==> src/rtl/mem_stage_if.sv <==
// rtl/mem_stage_if.sv - data-memory req/ack bus between the memory stage and data memory
`timescale 1ns/1ps
interface mem_stage_if #(
    parameter int DATA_WIDTH = 32
) ();
    logic                  DmemReq;
    logic                  DmemWe;
    logic [DATA_WIDTH-1:0] DmemAddr;
    logic [DATA_WIDTH-1:0] DmemWrData;
    logic                  DmemAck;
    logic [DATA_WIDTH-1:0] DmemRdData;

    modport master (
        output DmemReq, DmemWe, DmemAddr, DmemWrData,
        input  DmemAck, DmemRdData
    );

    modport slave (
        input  DmemReq, DmemWe, DmemAddr, DmemWrData,
        output DmemAck, DmemRdData
    );
endinterface

==> src/rtl/mem_stage.sv <==
// rtl/mem_stage.sv - pipeline memory stage: data access over req/ack, stall, misalign/timeout errors
`timescale 1ns/1ps
module mem_stage #(
    parameter int DATA_WIDTH    = 32,
    parameter int REG_NUM_WIDTH = 5,
    parameter int TIMEOUT       = 16
) (
    input  logic                     clk,
    input  logic                     rst,
    input  logic [DATA_WIDTH-1:0]    ALUOutIn,
    input  logic [DATA_WIDTH-1:0]    RdDataBIn,
    input  logic                     IsLoadInsnIn,
    input  logic                     IsStoreInsnIn,
    input  logic                     RfWrEnableIn,
    input  logic [REG_NUM_WIDTH-1:0] WrNumIn,
    output logic                     Stall,
    mem_stage_if.master              dmem,
    output logic [DATA_WIDTH-1:0]    WbDataOut,
    output logic [REG_NUM_WIDTH-1:0] WbWrNumOut,
    output logic                     WbRfWrEnableOut,
    output logic                     MemErrOut
);
    localparam int CW = $clog2(TIMEOUT);
    localparam logic [CW-1:0] CNT_MAX = CW'(TIMEOUT - 1);

    typedef enum logic {IDLE, BUSY} state_t;

    state_t                   r_state, w_next;
    logic [CW-1:0]            r_cnt;
    logic                     r_req, r_we;
    logic [DATA_WIDTH-1:0]    r_addr, r_wr_data;
    logic [REG_NUM_WIDTH-1:0] r_cap_num;
    logic                     r_cap_rf_we;
    logic [DATA_WIDTH-1:0]    r_wb_data;
    logic [REG_NUM_WIDTH-1:0] r_wb_num;
    logic                     r_wb_en, r_err;

    logic w_mem_insn, w_aligned, w_ack, w_timeout;

    assign w_mem_insn = IsLoadInsnIn | IsStoreInsnIn;
    assign w_aligned  = (ALUOutIn[1:0] == 2'b00);
    assign w_ack      = dmem.DmemAck;
    assign w_timeout  = (r_cnt == CNT_MAX);

    assign dmem.DmemReq    = r_req;
    assign dmem.DmemWe     = r_we;
    assign dmem.DmemAddr   = r_addr;
    assign dmem.DmemWrData = r_wr_data;
    assign WbDataOut       = r_wb_data;
    assign WbWrNumOut      = r_wb_num;
    assign WbRfWrEnableOut = r_wb_en;
    assign MemErrOut       = r_err;

    always_ff @(posedge clk) begin
        if (!rst) r_state <= IDLE;
        else      r_state <= w_next;
    end

    // Stall releases in the last BUSY cycle so upstream advances on the same edge we return to IDLE.
    always_comb begin
        w_next = r_state;
        Stall  = 1'b0;
        case (r_state)
            IDLE: if (w_mem_insn && w_aligned) begin
                Stall  = 1'b1;
                w_next = BUSY;
            end
            BUSY: if (w_ack || w_timeout) w_next = IDLE;
                  else                    Stall  = 1'b1;
            default: w_next = IDLE;
        endcase
    end

    always_ff @(posedge clk) begin
        if (!rst) begin
            r_cnt       <= '0;
            r_req       <= 1'b0;
            r_we        <= 1'b0;
            r_addr      <= '0;
            r_wr_data   <= '0;
            r_cap_num   <= '0;
            r_cap_rf_we <= 1'b0;
            r_wb_data   <= '0;
            r_wb_num    <= '0;
            r_wb_en     <= 1'b0;
            r_err       <= 1'b0;
        end else begin
            r_err <= 1'b0;
            case (r_state)
                IDLE: begin
                    if (!w_mem_insn) begin
                        r_wb_data <= ALUOutIn;
                        r_wb_num  <= WrNumIn;
                        r_wb_en   <= RfWrEnableIn;
                    end else if (!w_aligned) begin
                        r_wb_data <= ALUOutIn;
                        r_wb_num  <= WrNumIn;
                        r_wb_en   <= 1'b0;
                        r_err     <= 1'b1;
                    end else begin
                        // r_we doubles as the captured store flag; a load+store insn is a store.
                        r_req       <= 1'b1;
                        r_we        <= IsStoreInsnIn;
                        r_addr      <= ALUOutIn;
                        r_wr_data   <= RdDataBIn;
                        r_cap_num   <= WrNumIn;
                        r_cap_rf_we <= RfWrEnableIn;
                        r_cnt       <= '0;
                        r_wb_en     <= 1'b0;
                    end
                end
                BUSY: begin
                    if (w_ack) begin
                        r_req     <= 1'b0;
                        r_wb_data <= r_we ? r_addr : dmem.DmemRdData;
                        r_wb_num  <= r_cap_num;
                        r_wb_en   <= r_cap_rf_we & ~r_we;
                    end else if (w_timeout) begin
                        r_req   <= 1'b0;
                        r_wb_en <= 1'b0;
                        r_err   <= 1'b1;
                    end else begin
                        r_cnt   <= r_cnt + 1'b1;
                        r_wb_en <= 1'b0;
                    end
                end
                default: ;
            endcase
        end
    end
endmodule

==> src/flat_wrapper.sv <==
// flat-port wrapper written by rule: the top's interface ports become plain ports
module mem_stage_flat 
#(
    parameter int DATA_WIDTH    = 32,
    parameter int REG_NUM_WIDTH = 5,
    parameter int TIMEOUT       = 16
)
  (clk, rst, ALUOutIn, RdDataBIn, IsLoadInsnIn, IsStoreInsnIn, RfWrEnableIn, WrNumIn, Stall, WbDataOut, WbWrNumOut, WbRfWrEnableOut, MemErrOut, dmem_DmemReq, dmem_DmemWe, dmem_DmemAddr, dmem_DmemWrData, dmem_DmemAck, dmem_DmemRdData);
  mem_stage_if #(.DATA_WIDTH(DATA_WIDTH)) dmem_i ();
  input  logic clk;
  input  logic rst;
  input  logic [DATA_WIDTH-1:0] ALUOutIn;
  input  logic [DATA_WIDTH-1:0] RdDataBIn;
  input  logic IsLoadInsnIn;
  input  logic IsStoreInsnIn;
  input  logic RfWrEnableIn;
  input  logic [REG_NUM_WIDTH-1:0] WrNumIn;
  output logic Stall;
  output logic [DATA_WIDTH-1:0] WbDataOut;
  output logic [REG_NUM_WIDTH-1:0] WbWrNumOut;
  output logic WbRfWrEnableOut;
  output logic MemErrOut;
  output wire logic [$bits(dmem_i.DmemReq)-1:0] dmem_DmemReq;
  output wire logic [$bits(dmem_i.DmemWe)-1:0] dmem_DmemWe;
  output wire logic [$bits(dmem_i.DmemAddr)-1:0] dmem_DmemAddr;
  output wire logic [$bits(dmem_i.DmemWrData)-1:0] dmem_DmemWrData;
  input wire logic [$bits(dmem_i.DmemAck)-1:0] dmem_DmemAck;
  input wire logic [$bits(dmem_i.DmemRdData)-1:0] dmem_DmemRdData;
  assign dmem_DmemReq = dmem_i.DmemReq;
  assign dmem_DmemWe = dmem_i.DmemWe;
  assign dmem_DmemAddr = dmem_i.DmemAddr;
  assign dmem_DmemWrData = dmem_i.DmemWrData;
  assign dmem_i.DmemAck = dmem_DmemAck;
  assign dmem_i.DmemRdData = dmem_DmemRdData;
  mem_stage #(.DATA_WIDTH(DATA_WIDTH), .REG_NUM_WIDTH(REG_NUM_WIDTH), .TIMEOUT(TIMEOUT)) u_core (.clk(clk), .rst(rst), .ALUOutIn(ALUOutIn), .RdDataBIn(RdDataBIn), .IsLoadInsnIn(IsLoadInsnIn), .IsStoreInsnIn(IsStoreInsnIn), .RfWrEnableIn(RfWrEnableIn), .WrNumIn(WrNumIn), .Stall(Stall), .dmem(dmem_i), .WbDataOut(WbDataOut), .WbWrNumOut(WbWrNumOut), .WbRfWrEnableOut(WbRfWrEnableOut), .MemErrOut(MemErrOut));
endmodule
==> config.mk <==
export PLATFORM = sky130hd
export DESIGN_NAME = mem_stage_flat
export DESIGN_NICKNAME = d
export VERILOG_FILES = /design/src/rtl/mem_stage_if.sv /design/src/rtl/mem_stage.sv /design/src/flat_wrapper.sv
export SDC_FILE = /design/constraint.sdc
export NUM_CORES = 1
export LEC_CHECK = 0
export BUFFER_PORTS_ARGS = -buffer_cell sky130_fd_sc_hd__buf_2
export CORE_AREA = 2 2 110 112
export DETAILED_ROUTE_END_ITERATION = 10
export DIE_AREA = 0 0 112 114
export PLACE_DENSITY_LB_ADDON = 0.15
export SLEW_MARGIN = 5
export SYNTH_ARGS = -nofsm -noshare
export SYNTH_HDL_FRONTEND = slang
export SYNTH_SLANG_ARGS = --single-unit
==> constraint.sdc <==
create_clock -name clk -period 1.5 [get_ports clk]
set_clock_uncertainty 0.1 [all_clocks]
set_input_delay 0.45 -clock clk [delete_from_list [all_inputs] [get_ports clk]]
set_output_delay 0.45 -clock clk [all_outputs]
set_load 0.01 [all_outputs]
==> results of run 1 <==
## metal layers
metal  wire length (um)  track usage
met5                  0            0
met4                357        0.102
met3               1240       0.0696
met2               8010        0.356
met1               6850        0.266
## worst max-delay path by stage
stage / start / end / slack, ns / cells after the start
after floorplan: u_core.r_cnt[0] / Stall / -0.02 / 4
after global placement: ALUOutIn[0] / u_core.WbDataOut[23] / -0.25 / 6
after detailed placement: ALUOutIn[0] / u_core.WbDataOut[31] / -0.30 / 6
after CTS: u_core.r_cnt[0] / Stall / -0.46 / 5
after global routing: u_core.r_cnt[0] / Stall / -0.51 / 5
final: u_core.r_cnt[0] / Stall / -0.47 / 5
## tightest hold or removal path: stages
cell and delay, ns:
buf_2 0.10, nand2_1 0.04, a21oi_1 0.05
## state kept, by name, summed over array words and instances (netlist names)
register                count
u_core.r_state              1
u_core.MemErrOut            1
u_core.r_cap_rf_we          1
u_core.WbWrNumOut           5
u_core.dmem.DmemAddr       32
u_core.r_cnt                4
u_core.WbRfWrEnableOut      1
u_core.dmem.DmemWrData     32
u_core.dmem.DmemReq         1
u_core.WbDataOut           32
u_core.dmem.DmemWe          1
u_core.r_cap_num            5
## what timing repair did
action                                  4_1_cts  5_1_grt
buffers inserted                              3        7
endpoints found under the setup margin       14       86
pin swaps                                     3       69
cloned                                        1       15
hold buffers                                  0        0
resized for setup                            11      125
## layout make-up
cell class              instances  share of cell area
clock inverters                13              0.0238
well taps                     147              0.0241
clock buffers                  19              0.0595
repair buffers                267               0.247
flip-flops and latches        116               0.308
multi-input cells             422               0.335
inverters                       3             0.00164
## cells by family after synthesis
| family | after synthesis | synth area share |
|---|---|---|
| simple gates | 229 | 0.188 |
| compound gates | 155 | 0.193 |
| flops | 116 | 0.489 |
| buf+inv | 48 | 0.0482 |
| mux | 37 | 0.0780 |
| fa+ha+maj | 1 | 0.00264 |
## cell usage in the layout (no fill, tap or decap), types with 2 or more instances in the layout
master,n
nor2_1,10
dfxtp_1,99
nor3_1,2
bufinv_16,4
clkinvlp_4,5
buf_12,12
nand2_1,177
a211oi_1,5
clkinv_2,4
buf_8,8
buf_4,21
mux2i_1,37
dfxtp_4,2
nand3_1,2
dfxtp_2,15
clkbuf_8,2
o211ai_1,32
a21oi_1,67
buf_6,8
nand2_4,18
o21ai_0,3
clkbuf_16,25
a21oi_2,38
and3_1,2
nand2_2,10
buf_2,209
## power by group
| group | internal (mW) | switching [mW] |
|---|---|---|
| combinational | 0.658 | 0.739 |
| sequential | 3.26 | 0.105 |
| clock | 2.86 | 1.44 |
| total | 6.78 | 2.29 |
## per-stage QoR
| stage | total power [mW] | util |
|---|---|---|
| global placement | 4.49 | 0.525 |
| global route | 9.38 | 0.650 |
| CTS | 8.84 | 0.587 |
| finish | 9.07 | 0.650 |
| detailed placement | 4.51 | 0.525 |
| floorplan | 3.99 | - |
==> metrics.txt, run 1 <==
hold path startpoint=RdDataBIn[8]; Post-synth EDFFs=0; Post-Route WL=about 16000 um; crit path cell chain=ha_4 -> and3_4 -> a2bb2oi_4 -> inv_2 -> buf_6; initial antenna violation count=0; status=finished, violations left; fin area=around 7600 um^2; Post-Synthesis Cells=around 600; # port buffers=between 200 and 250; TritonRoute pass-1 iters=5; most frequent cells after synthesis=nand2_1, dfxtp_1, a21oi_1; Initial Util=0.405; Critical Path Start Type=flip-flop; crit share post-route=1.32; critical path peak fanout=2; count of pins over their slew limit=0; first-pass GRT wire length=~22000 um; Top delay family on crit path=flip-flops; worst setup margin=-0.473 ns; cts bufs inserted=17; Area growth, synth to finish=60.4%; syn_area_per_cell=approximately 8.1 um^2; Register-to-Register Path Depth=7; crit end category=primary output; grt ovf=0; die area=approximately 13000 um^2; clock sink count=around 120; largest net degree at the start of global routing=62; pre-CTS setup slack=-0.298 ns; vias in the first global route=4562; Seq. cell area=between 2000 and 2500 um^2; die height=about 110 um; reg-to-reg critical path startpoint=u_core.r_state; Vias/cell=5.21; failing checks=setup timing; Worst Path Required=between 0.9 and 1 ns; Detailed Route Iter0 Violations=around 350; Max-slew headroom=0.712; most area-hungry cell type in the Yosys netlist=dfxtp_1; filler cell count=around 980; Mapped Area=around 4700 um^2; Cell Count, Final, Fillers Out=around 990; Achievable Freq=approximately 510 MHz; max-cap violations=0; critical path buffer and inverter count=2; via count=~5100; Clock transition at path regs=0.05 ns; peak supply drop=between 0.9 and 1 mV; Yosys reg bits=~120; core area=around 12000 um^2; asr flop ratio synth=0; setup repair after global routing missed its margin=true; remaining antenna violation count=0; Clock Root Buffer=clkbuf_16; Antenna diodes=0; H-tree depth=4; worst skew pair latency=a little over 0.4 ns; Hold Path Class=primary input to flip-flop; Nets=between 900 and 1000; total global-route track usage=0.219; CP max stage delay=0.35 ns; Top FF cell, synth=dfxtp_1; Placed Cells=about 930; Multi-input gate area=about 2600 um^2; final RePlAce weighted congestion=~0.8; Hold Crit Depth=3; Leak=approximately 3.3 nW; critical path arrival=around 1.4 ns; Std-Cell Rows=40; Post-route DRC=0; Final Setup Violations=60; IO Count=213; most instantiated library cell after synthesis=nand2_1; Final Hold Vio Count=0; TritonCTS clock tree=built; layout cell share with drive strength beyond 1=0.473; Syn. warnings=0; Synth cell types=32; worst slew pin tran=~0.43 ns; Reg2Reg Setup Slack=-0.17 ns; Syn Nets=694; drt wl/cell=around 17 um; setup_tns=-5.67 ns; post-layout min period=around 2.0 ns; hold endpoint=u_core.dmem.DmemWrData[8]; Area after DPL=roughly 6000 um^2; Pwr Density=~1200 nW/um^2; HPWL Detailed=9550 um; Synth top area share=0.489; maximum root-to-sink buffer count=2; Seq/Total Area, Yosys=0.489; Setup CP Type=flip-flop to primary output; CP max stage cell=dfxtp_2; FF-to-FF End=u_core.dmem.DmemWrData[15]; Die Wd=112 um; synth top area cells=dfxtp_1, nand2_1, a21oi_1; final hold slack=between 0.15 and 0.2 ns
No activity file was read; power rests on OpenSTA's default activity.
==> inputs of run 2 (changes only) <==
--- a/config.mk
+++ b/config.mk
@@ -6,9 +6,9 @@
 export NUM_CORES = 1
 export LEC_CHECK = 0
 export BUFFER_PORTS_ARGS = -buffer_cell sky130_fd_sc_hd__buf_2
-export CORE_AREA = 2 2 110 112
+export CORE_AREA = 2 2 134 97
 export DETAILED_ROUTE_END_ITERATION = 10
-export DIE_AREA = 0 0 112 114
+export DIE_AREA = 0 0 136 99
 export PLACE_DENSITY_LB_ADDON = 0.15
 export SLEW_MARGIN = 5
 export SYNTH_ARGS = -nofsm -noshare
==> metrics.txt, run 2 (synthesis gave the netlist of run 1 again) <==
Max-slew headroom=0.677; crit share post-route=1.31; layout cell share with drive strength beyond 1=0.400; Top delay family on crit path=flip-flops; worst setup margin=-0.460 ns; HPWL Detailed=10000 um; crit end category=primary output; die area=about 13000 um^2; Area after DPL=approximately 6200 um^2; post-layout min period=1.96 ns; Achievable Freq=510 MHz; final core occ=0.594; most common cell after layout, fill and taps aside=buf_2; via count=about 5000; TritonRoute pass-1 iters=5; Post-route DRC=0; peak supply drop=between 0.9 and 1 mV; vias in the first global route=4549; Crit. path cell count=5; filler cell count=around 1100; critical path buffer and inverter count=2; Post-Route WL=between 15000 and 20000 um; Pwr Density=around 1200 nW/um^2; Cell Count, Final, Fillers Out=around 1000; worst slew pin tran=slightly below 0.5 ns; max-cap violations=0; most frequent cells in the layout=buf_2, nand2_1, dfxtp_1; remaining antenna violation count=0; Flop pwr share=0.399; critical path peak fanout=2; initial antenna violation count=0; clock sink count=about 120; final RePlAce weighted congestion=roughly 0.84; cts bufs inserted=17; Initial Util=0.390; Area growth, synth to finish=52.2%; Critical Path Start Type=flip-flop; Seq. cell area=roughly 2300 um^2; Worst Path Required=about 0.95 ns; Internal=6.26 mW; sw power=between 2 and 2.5 mW; grt ovf=0; fin area=between 7000 and 8000 um^2; failing checks=setup timing; combinational share of power=0.154; Clock Root Buffer=clkbuf_16; total global-route track usage=0.211; worst skew pair latency=0.41 ns; Final Hold Vio Count=0; setup repair after global routing missed its margin=true; first-pass GRT wire length=between 20000 and 25000 um; Antenna diodes=0; Detailed Route Iter0 Violations=~310; Nets=just over 900; setup_tns=-0.466 ns; CP max stage cell=dfxtp_2; count of pins over their slew limit=0; clock share of power=0.447; Power, Total=roughly 8.4 mW; Register-to-Register Path Depth=7; Std-Cell Rows=34; IO Count=213; status=finished, violations left; Die Wd=136 um; Hold Path Class=primary input to flip-flop; crit path cell chain=ha_4 -> and3_4 -> a2bb2oi_4 -> inv_2 -> buf_6; Final Setup Violations=2; critical path arrival=around 1.4 ns; Multi-input gate area=2300 um^2; maximum root-to-sink buffer count=2; largest net degree at the start of global routing=45; core area=12200 um^2; Clock transition at path regs=0.05 ns; TritonCTS clock tree=built; Switching Share=0.259; # port buffers=~210; Leak=about 3.2 nW; Placed Cells=947; Setup CP Type=flip-flop to primary output; H-tree depth=4; Vias/cell=~5; die height=between 90 and 100 um; drt wl/cell=roughly 16 um; Hold Crit Depth=3; CP max stage delay=0.35 ns
-- run 2: cell types whose count changed in the layout (fill, tap and decap cells not counted), moves of 8 or more --
cell,previous run,this run
a21oi_2,38,6
nand2_1,177,203
buf_8,8,0
nand2_4,18,0
a21oi_1,67,99
nand2_2,10,1
-- run 2: path summary, 6_finish.rpt --
kind | startpoint | endpoint | slack, ns
setup reg to reg | u_core.r_cnt[0] | u_core.r_cnt[2] | -0.01
hold reg to reg | u_core.dmem.DmemWrData[29] | u_core.dmem.DmemWrData[29] | 0.35
hold / removal | RdDataBIn[21] | u_core.dmem.DmemWrData[21] | 0.18
setup / recovery | u_core.r_cnt[1] | Stall | -0.46
-- run 2: area by class of cell --
cell class                 count  area share
sequential                   116       0.325
multi-input combinational    422       0.318
timing repair buffer         265       0.250
inverter                       3     0.00173
clock buffer                  21      0.0651
clock inverter                10      0.0114
tap                          162      0.0281
-- run 2: metal layers --
layer	track usage	vias up	wire length [um]
met1	0.277	2346	7210
met4	0.0954	0	289
met5	0	-	0
met2	0.327	183	7380
li1	-	2466	-
met3	0.0545	21	1140
-- run 2: metrics by stage --
step           hold WS [ns]  setup slack, ns
2_1_floorplan         0.336          -0.0203
3_3_place_gp          0.338           -0.221
6_report              0.177           -0.460
5_1_grt               0.170           -0.509
4_1_cts               0.165           -0.468
3_5_place_dp          0.345           -0.286
-- run 2: repair_timing --
item                                    CTS  global route
resized for setup                         6            32
buffers inserted                          5             7
pin swaps                                 2            11
endpoints found under the setup margin    7            93
hold buffers                              0             0
cloned                                    0            11
-- run 2: power by group through the flow --
stage                     combinational [mW]  clock [mW]  sequential [mW]
after CTS                               1.14        3.83             3.36
after floorplan                        0.500           0             3.49
after global placement                  1.10           0             3.42
after detailed placement                1.12           0             3.42
after global routing                    1.41        3.98             3.38
final                                   1.30        3.78             3.37
-- run 2: worst reg2reg max path: cells and delay by family (launching register included) --
kind	cells	cell delay [ns]
AO/OA/AOI/OAI	3	0.45
adder cells (fa/ha/maj)	1	0.15
buffers and inverters	2	0.21
flip-flops	1	0.33
AND/OR/NAND/NOR	1	0.16
